[src/rtl/fifo_pkg.sv]
// fifo_pkg: shared sizing, typedefs and default flag thresholds for the
// 16-entry single-clock FIFO controller.
//   FIFO_ADDR_W    : RAM address width
//   FIFO_DEPTH     : number of storage entries (2**FIFO_ADDR_W)
//   ptr_t          : pointer with extra wrap bit
//   addr_t         : RAM address (pointer low bits)
//   count_t        : occupancy 0..FIFO_DEPTH
//   FIFO_AF_THRESH : default almost_full threshold
//   FIFO_AE_THRESH : default almost_empty threshold (FIFO_ALMOST_EMPTY_EN)
package fifo_pkg;

  localparam int FIFO_ADDR_W    = 4;
  localparam int FIFO_DEPTH     = 1 << FIFO_ADDR_W;
  localparam int FIFO_AF_THRESH = 10;
  localparam int FIFO_AE_THRESH = 2;

  typedef logic [FIFO_ADDR_W:0]   ptr_t;
  typedef logic [FIFO_ADDR_W-1:0] addr_t;
  typedef logic [FIFO_ADDR_W:0]   count_t;

endpackage

[src/rtl/fifo_ptr.sv]
// fifo_ptr: FIFO pointer counter with a wrap bit above the address bits.
// The pointer wraps modulo 2*DEPTH so that full and empty are
// distinguishable when the address bits of two pointers match.
// Ports:
//   clk  : clock, rising edge
//   rst  : synchronous active-high reset, clears the pointer
//   inc  : advance the pointer by one on this edge
//   ptr  : full pointer including wrap bit
//   addr : RAM address slice (pointer without wrap bit)
module fifo_ptr
  import fifo_pkg::*;
#(
  parameter int ADDR_W = FIFO_ADDR_W
) (
  input  logic              clk,
  input  logic              rst,
  input  logic              inc,
  output logic [ADDR_W:0]   ptr,
  output logic [ADDR_W-1:0] addr
);

  // Pointer register: reset wins, otherwise step by one when enabled.
  // Natural overflow of the ADDR_W+1 bit register gives the 2*DEPTH wrap.
  always_ff @(posedge clk) begin
    if (rst) begin
      ptr <= '0;
    end else if (inc) begin
      ptr <= ptr + (ADDR_W+1)'(1);
    end
  end

  assign addr = ptr[ADDR_W-1:0];

endmodule

[src/rtl/fifo_ctrl.sv]
// fifo_ctrl: pointer and flag controller for a single-clock FIFO.
// Qualifies producer/consumer requests against full/empty, drives the
// dual-port RAM strobes and addresses, and keeps registered occupancy,
// status flags, a read-data-valid strobe and sticky error bits.
// Optional feature macro: FIFO_ALMOST_EMPTY_EN adds the almost_empty flag.
// Ports:
//   clk, rst       : clock and synchronous active-high reset
//   wr_en, rd_en   : write / read requests
//   ram_we         : RAM write enable (accepted write, combinational)
//   ram_waddr      : RAM write address
//   ram_re         : RAM read enable (accepted read, combinational)
//   ram_raddr      : RAM read address
//   rd_valid       : RAM read data valid (one cycle after ram_re)
//   count          : occupancy 0..DEPTH
//   full, empty    : count == DEPTH / count == 0
//   almost_full    : count >= AF_THRESH
//   overflow       : sticky, write requested while full
//   underflow      : sticky, read requested while empty
//   almost_empty   : count <= AE_THRESH (FIFO_ALMOST_EMPTY_EN only)
module fifo_ctrl
  import fifo_pkg::*;
#(
  parameter int ADDR_W    = FIFO_ADDR_W,
  parameter int AF_THRESH = FIFO_AF_THRESH
`ifdef FIFO_ALMOST_EMPTY_EN
  , parameter int AE_THRESH = FIFO_AE_THRESH
`endif
) (
  input  logic              clk,
  input  logic              rst,
  input  logic              wr_en,
  input  logic              rd_en,
  output logic              ram_we,
  output logic [ADDR_W-1:0] ram_waddr,
  output logic              ram_re,
  output logic [ADDR_W-1:0] ram_raddr,
  output logic              rd_valid,
  output logic [ADDR_W:0]   count,
  output logic              full,
  output logic              empty,
  output logic              almost_full,
  output logic              overflow,
  output logic              underflow
`ifdef FIFO_ALMOST_EMPTY_EN
  , output logic            almost_empty
`endif
);

  localparam int DEPTH = 1 << ADDR_W;

  logic              wr_acc;
  logic              rd_acc;
  logic [ADDR_W:0]   wptr;
  logic [ADDR_W:0]   rptr;
  logic [ADDR_W:0]   wptr_next;
  logic [ADDR_W:0]   rptr_next;
  logic [ADDR_W:0]   count_next;
  logic [ADDR_W-1:0] waddr;
  logic [ADDR_W-1:0] raddr;

  // Request qualification. Reset masks both strobes so nothing reaches
  // the RAM in a reset cycle, and it also freezes the pointers.
  assign wr_acc = wr_en & ~full & ~rst;
  assign rd_acc = rd_en & ~empty & ~rst;

  fifo_ptr #(.ADDR_W(ADDR_W)) u_wptr (
    .clk  (clk),
    .rst  (rst),
    .inc  (wr_acc),
    .ptr  (wptr),
    .addr (waddr)
  );

  fifo_ptr #(.ADDR_W(ADDR_W)) u_rptr (
    .clk  (clk),
    .rst  (rst),
    .inc  (rd_acc),
    .ptr  (rptr),
    .addr (raddr)
  );

  assign ram_we    = wr_acc;
  assign ram_re    = rd_acc;
  assign ram_waddr = waddr;
  assign ram_raddr = raddr;

  // Next occupancy from the post-edge wrap-bit pointers; the modulo
  // 2*DEPTH subtraction keeps full (DEPTH) distinct from empty (0).
  assign wptr_next  = wptr + (ADDR_W+1)'(wr_acc);
  assign rptr_next  = rptr + (ADDR_W+1)'(rd_acc);
  assign count_next = wptr_next - rptr_next;

  // Count, flags and read-valid register from next-state values so they
  // line up with the pointers written on the same edge. Error bits are
  // sticky until reset.
  always_ff @(posedge clk) begin
    if (rst) begin
      count        <= '0;
      full         <= 1'b0;
      empty        <= 1'b1;
      almost_full  <= 1'b0;
      rd_valid     <= 1'b0;
      overflow     <= 1'b0;
      underflow    <= 1'b0;
`ifdef FIFO_ALMOST_EMPTY_EN
      almost_empty <= 1'b1;
`endif
    end else begin
      count        <= count_next;
      full         <= (count_next == (ADDR_W+1)'(DEPTH));
      empty        <= (count_next == '0);
      almost_full  <= (count_next >= (ADDR_W+1)'(AF_THRESH));
      rd_valid     <= rd_acc;
`ifdef FIFO_ALMOST_EMPTY_EN
      almost_empty <= (count_next <= (ADDR_W+1)'(AE_THRESH));
`endif
      if (wr_en && full) begin
        overflow <= 1'b1;
      end
      if (rd_en && empty) begin
        underflow <= 1'b1;
      end
    end
  end

endmodule

[config.mk]
export PLATFORM = sky130hd
export DESIGN_NAME = fifo_ctrl
export DESIGN_NICKNAME = d
export VERILOG_FILES = /design/src/rtl/fifo_pkg.sv /design/src/rtl/fifo_ptr.sv /design/src/rtl/fifo_ctrl.sv
export SDC_FILE = /design/constraint.sdc
export NUM_CORES = 1
export LEC_CHECK = 0
export ABC_AREA = 1
export BUFFER_PORTS_ARGS = -buffer_cell sky130_fd_sc_hd__buf_2
export CORE_MARGIN = 2
export CORE_UTILIZATION = 33
export CTS_CLUSTER_SIZE = 20
export DETAILED_ROUTE_END_ITERATION = 10
export GPL_ROUTABILITY_DRIVEN = 0
export PLACE_DENSITY = 0.56
export SETUP_SLACK_MARGIN = 0.05
export SYNTH_ARGS = -nofsm -noshare
export SYNTH_HDL_FRONTEND = slang
export SYNTH_SLANG_ARGS = --single-unit
[constraint.sdc]
create_clock -name clk -period 6.4 [get_ports clk]
set_input_delay 1.28 -clock clk [delete_from_list [all_inputs] [get_ports clk]]
set_output_delay 1.28 -clock clk [all_outputs]
set_load 0.005 [all_outputs]
After elaboration in Yosys (flattened, before gate mapping)
Cells that the tools add are included.
{"block": "classes", "add_sub_neg": 5, "n_lt_le_gt_ge": 1, "n_eq_ne": 1, "bitwise_logic": 7, "reduce_logical": 3}
{"operator": "$add A5 B1 Y5", "count": 2}
{"operator": "$add A5 B1 Y5 const B", "count": 2}
{"operator": "$eq A5 B5 Y1 const B", "count": 1}
{"operator": "$ge A5 B4 Y1 const B", "count": 1}
{"operator": "$logic_not A5 Y1", "count": 1}
{"operator": "$sub A5 B5 Y5", "count": 1}
{"operator": "$and A1 B1 Y1", "count": 4}
{"operator": "$not A1 Y1", "count": 3}
{"operator": "$logic_and A1 B1 Y1", "count": 2}
{"block": "word_totals", "ff_bits": 21, "input_bits": 4, "out_inout_bits": 21, "elab_cells": 26}

Depth between registers and ports, before layout
{"block": "depth", "depth_word": 6, "mapped_depth": 16, "ltp_nobuf": 16}

Hierarchy
A second synthesis with hierarchy kept.
{"block": "hier_totals", "hier_cells": 155, "hier_area_um2": 1159.9}
{"mod": "fifo_ctrl", "instances": 1, "cells_each": 89, "area_each_um2": 671.9, "seq_area_each_um2": 220.2}
{"mod": "fifo_ptr", "instances": 2, "cells_each": 33, "area_each_um2": 244.0, "seq_area_each_um2": 100.1}

Least setup slack after synthesis
No wires, ideal clock.
{"block": "synth_path", "kind": "input -> register", "startpoint": "input rd_en", "endpoint": "register empty", "setup_ns": 0.058, "arrival_ns": 3.486, "required_ns": 6.342, "path_slack_ns": 2.856, "path_stages": 14, "n_path_buf": 0, "path_cell_list": "nand2_2 -> nor2_4 -> inv_2 -> fa_1 -> inv_1 -> fa_1 -> inv_1 -> ha_1 -> fa_1 -> inv_1 -> nand2_1 -> nor3_1 -> nand3_1 -> nand2_1"}
{"block": "synth_via", "elab_chain_len": 5}
{"item": "start: declaration", "line_no": "fifo_ctrl.sv:32", "source": "input logic rd_en,"}
{"item": "$and A1 B1 Y1 (2 in series)", "line_no": "fifo_ctrl.sv:64", "source": "assign rd_acc = rd_en & ~empty & ~rst;"}
{"item": "named net ram_re", "line_no": "fifo_ctrl.sv:35", "source": "output logic ram_re,"}
{"item": "$add A5 B1 Y5", "line_no": "fifo_ctrl.sv:90", "source": "assign rptr_next = rptr + (ADDR_W+1)'(rd_acc);"}
{"item": "$sub A5 B5 Y5", "line_no": "fifo_ctrl.sv:91", "source": "assign count_next = wptr_next - rptr_next;"}
{"item": "named net count_next[2]", "line_no": "fifo_ctrl.sv:57", "source": "logic [ADDR_W:0] count_next;"}
{"item": "$logic_not A5 Y1", "line_no": "fifo_ctrl.sv:111", "source": "empty <= (count_next == '0);"}
{"item": "end signal: assignment", "line_no": "fifo_ctrl.sv:111"}
{"item": "end: declaration", "line_no": "fifo_ctrl.sv:40", "source": "output logic empty,"}
The timed path passes the listed nets, and every way through them passes these cells.
A chain may end at the register's enable or synchronous reset.

Worst setup path after layout
{"block": "layout_path", "startpoint": "input rst", "endpoint": "register empty"}
{"block": "layout_via", "elab_chain_len": 5, "word_cells_on_any_way": 7, "classes_between": "3 x add/sub; 3 x bitwise; 1 x reduce/logical"}
{"item": "start: declaration", "line_no": "fifo_ctrl.sv:30", "source": "input logic rst,"}
{"item": "$not A1 Y1 (*)", "line_no": "fifo_ctrl.sv:63, fifo_ctrl.sv:64"}
{"item": "$and A1 B1 Y1 (on tied branches)", "line_no": "fifo_ctrl.sv:63, fifo_ctrl.sv:64"}
{"item": "$add A5 B1 Y5 (on tied branches)", "line_no": "fifo_ctrl.sv:89, fifo_ctrl.sv:90"}
{"item": "$sub A5 B5 Y5 (*)", "line_no": "fifo_ctrl.sv:91"}
{"item": "named net count_next[2]", "line_no": "fifo_ctrl.sv:57"}
{"item": "$logic_not A5 Y1 (*)", "line_no": "fifo_ctrl.sv:111"}
Mark *: on every way through the listed nets, which the timed path passes. The rest lies on a longest branch.

==> impl_metrics.toml <==
[status]
outcome = "complete, no violations"

[worst_hold_path]
min_delay_path_depth = 2
min-delay-path-class = "flip-flop to flip-flop"

[floorplan]
die_height_um = 63.0
io_pins = 25
die_extent_in_x_um = 63.0
initial_core_util = 0.344
die_area_um2 = 3970
fp.coreArea_um2 = 3340
row_count = 21

[sta]
worst_slew_margin_rel = 0.818
grt_setup_unrepaired = "no"
max_slew.worst_pin.slew_ns = 0.273
final_max_slew_viol_count = 0
fin_crit_ns = 3.75
final-hold-violation-count = 0
finalSetupViolCount = 0
fmax_mhz = 267
totalNegativeSetupSlack_ns = 0
timing.hold.ws_ns = 0.483
final.period_utilization = 0.585
finalClockSkew_ns = 0.00407

[cells_and_area]
commonest_cells_after_routing_fill_and_taps_aside = "inv_1 (24), nand2_1 (24), buf_2 (24)"
stdcell_count = 211
antenna_cell_count = 0
syn2layout_area_growth_pct = 11.2
finish.net_count = 182
layout-drive-gt1-share = 0.242
final.fill_count = 379

[place]
io_buffer_count = 24
placed_cells = 207
hpwl_mm = 1.71

[job]
timing.max_cap.violations = 0

[synth]
post_synth_xor_area_fraction = 0.0153
post_synth_inst_count = 147
post_synth.cell_area_avg_um2 = 7.81
postSynthNetCount = 163
synth_compound_gate_area_share = 0.0610
postSynthRegisterBits = 21
post_synth_mux_area_share = 0
synth_area_in_simple_gates = 0.249
syn-cell-area_um2 = 1150
synth-adder-area-share = 0.150
synth_top_family_by_area = "simple AND/OR/NAND/NOR gates"
synth.yosys.warnings = 0
post_synth_num_cell_types = 23
synth.yosys.seq_area_share = 0.366

[cts]
post-cts-setup-buffers = 0
htreeDepth = 1
tritoncts = "yes"
postCtsHoldBufs = 0
reg_clk_slew_reported_paths_ns = 0.12
cts_made_buffers = 3
post_cts_resize_count = 0
cts.sinks = 21
cts_buffer_depth = 2
cts_root_buf = "clkbuf_4"
worstSkewPairLatency_ns = 0.30

[route]
drt-vias-per-instance = 4.30
routedWlPerCell_um = 10.1
route.detailed.drc = 0
wl_mm = 2.13
number_of_search_and_repair_iterations_in_the_first_detailed_routing_pass = 4
dr_total_vias = 907
drtAntennaViolNets = 0
detail_route.iter0.violations = 22

[worst_setup_path]
setup.worst_path.end_class = "flip-flop"
timing.critical_path.required_ns = 6.65
crit_path_max_incr_delay_ns = 0.43
path_class = "primary input to flip-flop"
worst-r2r-setup-slack_ns = 3.59
critPathArrivalTime_ns = 3.99
worst_setup_path_start_kind = "primary input"
reg2regPathDepth = 15
path_cells = "buf_2 > inv_2 > nand2_2 > nor2_4 > fa_1 > inv_1 > fa_1 > inv_1 > ha_1 > fa_1 > inv_1 > nand2_1 > nor3_1 > nand3_1 > nand2_1"
timing.critical_path.depth = 15
cp_slowest_cell = "fa_1"
number_of_buffers_and_inverters_on_the_critical_path = 5
crit_fanout = 13
kind_of_cell_with_the_highest_combined_delay_on_the_critical_path = "adder cells"

[grt]
first_global_vias = 910
wire_length_of_the_first_global_routing_pass_mm = 3.82
pin_count_of_the_biggest_net_entering_global_routing = 14
grtUsageMet1 = 0.146
grt_antenna_before_repair = 0
met3_usage_grt = 0.0252
gr-total-overflow = 0
global_route.peak_usage_layer = "met2"
grtUsageTotal = 0.120
groute.layer.met2.usage = 0.202

[power]
power_w = 0.000276
power_density_nw_per_um2 = 216
total_leakage_power_nw = 0.673
vdd_drop_max_mv = 0.119
==> layer usage <==
metal / vias to the layer above / wire, µm
met5: - / 0
met4: 0 / 20
met3: 2 / 88
met2: 14 / 994
met1: 413 / 1030
li1: 478 / -
==> synthesized netlist by cell type <==
master	count	area, µm²
inv_1	24	90.1
nand2_1	24	90.1
dfxtp_1	21	420
nor2_1	17	63.8
a21oi_1	10	50.1
ha_1	9	113
buf_4	8	60.1
nand3_1	7	35.0
inv_2	4	15.0
fa_1	3	60.1
nand2_2	3	18.8
o21ai_1	3	15.0
nor2_2	2	12.5
nor2_4	2	22.5
nor3_1	2	10.0
buf_2	1	5.00
buf_6	1	11.3
nand3b_4	1	20.0
nand4_1	1	6.26
nor3b_1	1	7.51
o21ai_0	1	5.00
xnor2_1	1	8.76
xor2_1	1	8.76
==> worst reg2reg max path, delay by kind of cell (launching register included) <==
kind          cells  cell delay [ns]
fa+ha+maj         4             1.39
simple gates      6             0.68
flops             1             0.34
buf+inv           5             0.34
==> through the flow <==
step	util	worst slack (ns)	instance area, µm²
detailed placement	0.375	2.34	1250
CTS	0.383	2.65	1280
floorplan	-	2.86	1150
finish	0.383	2.65	1280
global placement	0.375	2.39	1250
global route	0.383	2.48	1280
==> flip-flops by register name (all words and copies together) (netlist names) <==
name,flops
count,5
u_rptr.ptr,5
u_wptr.ptr,5
almost_full,1
empty,1
full,1
overflow,1
rd_valid,1
underflow,1
==> worst paths after layout <==
check                           startpoint  endpoint
worst max-delay path                   rst     empty
worst max register to register       empty     empty
worst min register to register    overflow  overflow
worst min-delay path              overflow  overflow
==> logic make-up (layout without fill, tap and decap cells) <==
logic type / after synthesis / count (layout)
DFF: 21 / 21
and+or+nand+nor: 60 / 60
adders and majority gates: 12 / 12
buffers and inverters: 38 / 56
xor gates and xnor gates: 2 / 2
AOI/OAI and AO/OA: 14 / 14
==> power breakdown <==
part	internal [W]	switching, W	leakage, nW	total, W
clock network	0.0000233	0.0000406	0.0177	0.0000639
registers	0.000142	0.00000641	0.172	0.000149
logic	0.0000265	0.0000373	0.483	0.0000638
total	0.000192	0.0000843	0.673	0.000276
==> layout make-up <==
type / count / area [µm²] / area share
clock buffers: 3 / 22.5 / 0.0176
flip-flops and latches: 21 / 420 / 0.329
inverters: 28 / 105 / 0.0823
well taps: 46 / 57.6 / 0.0451
repair buffers: 24 / 120 / 0.0940
clock inverters: 1 / 5.00 / 0.00392
multi-input cells: 88 / 547 / 0.428
Power figures use the tool's default switching activity.
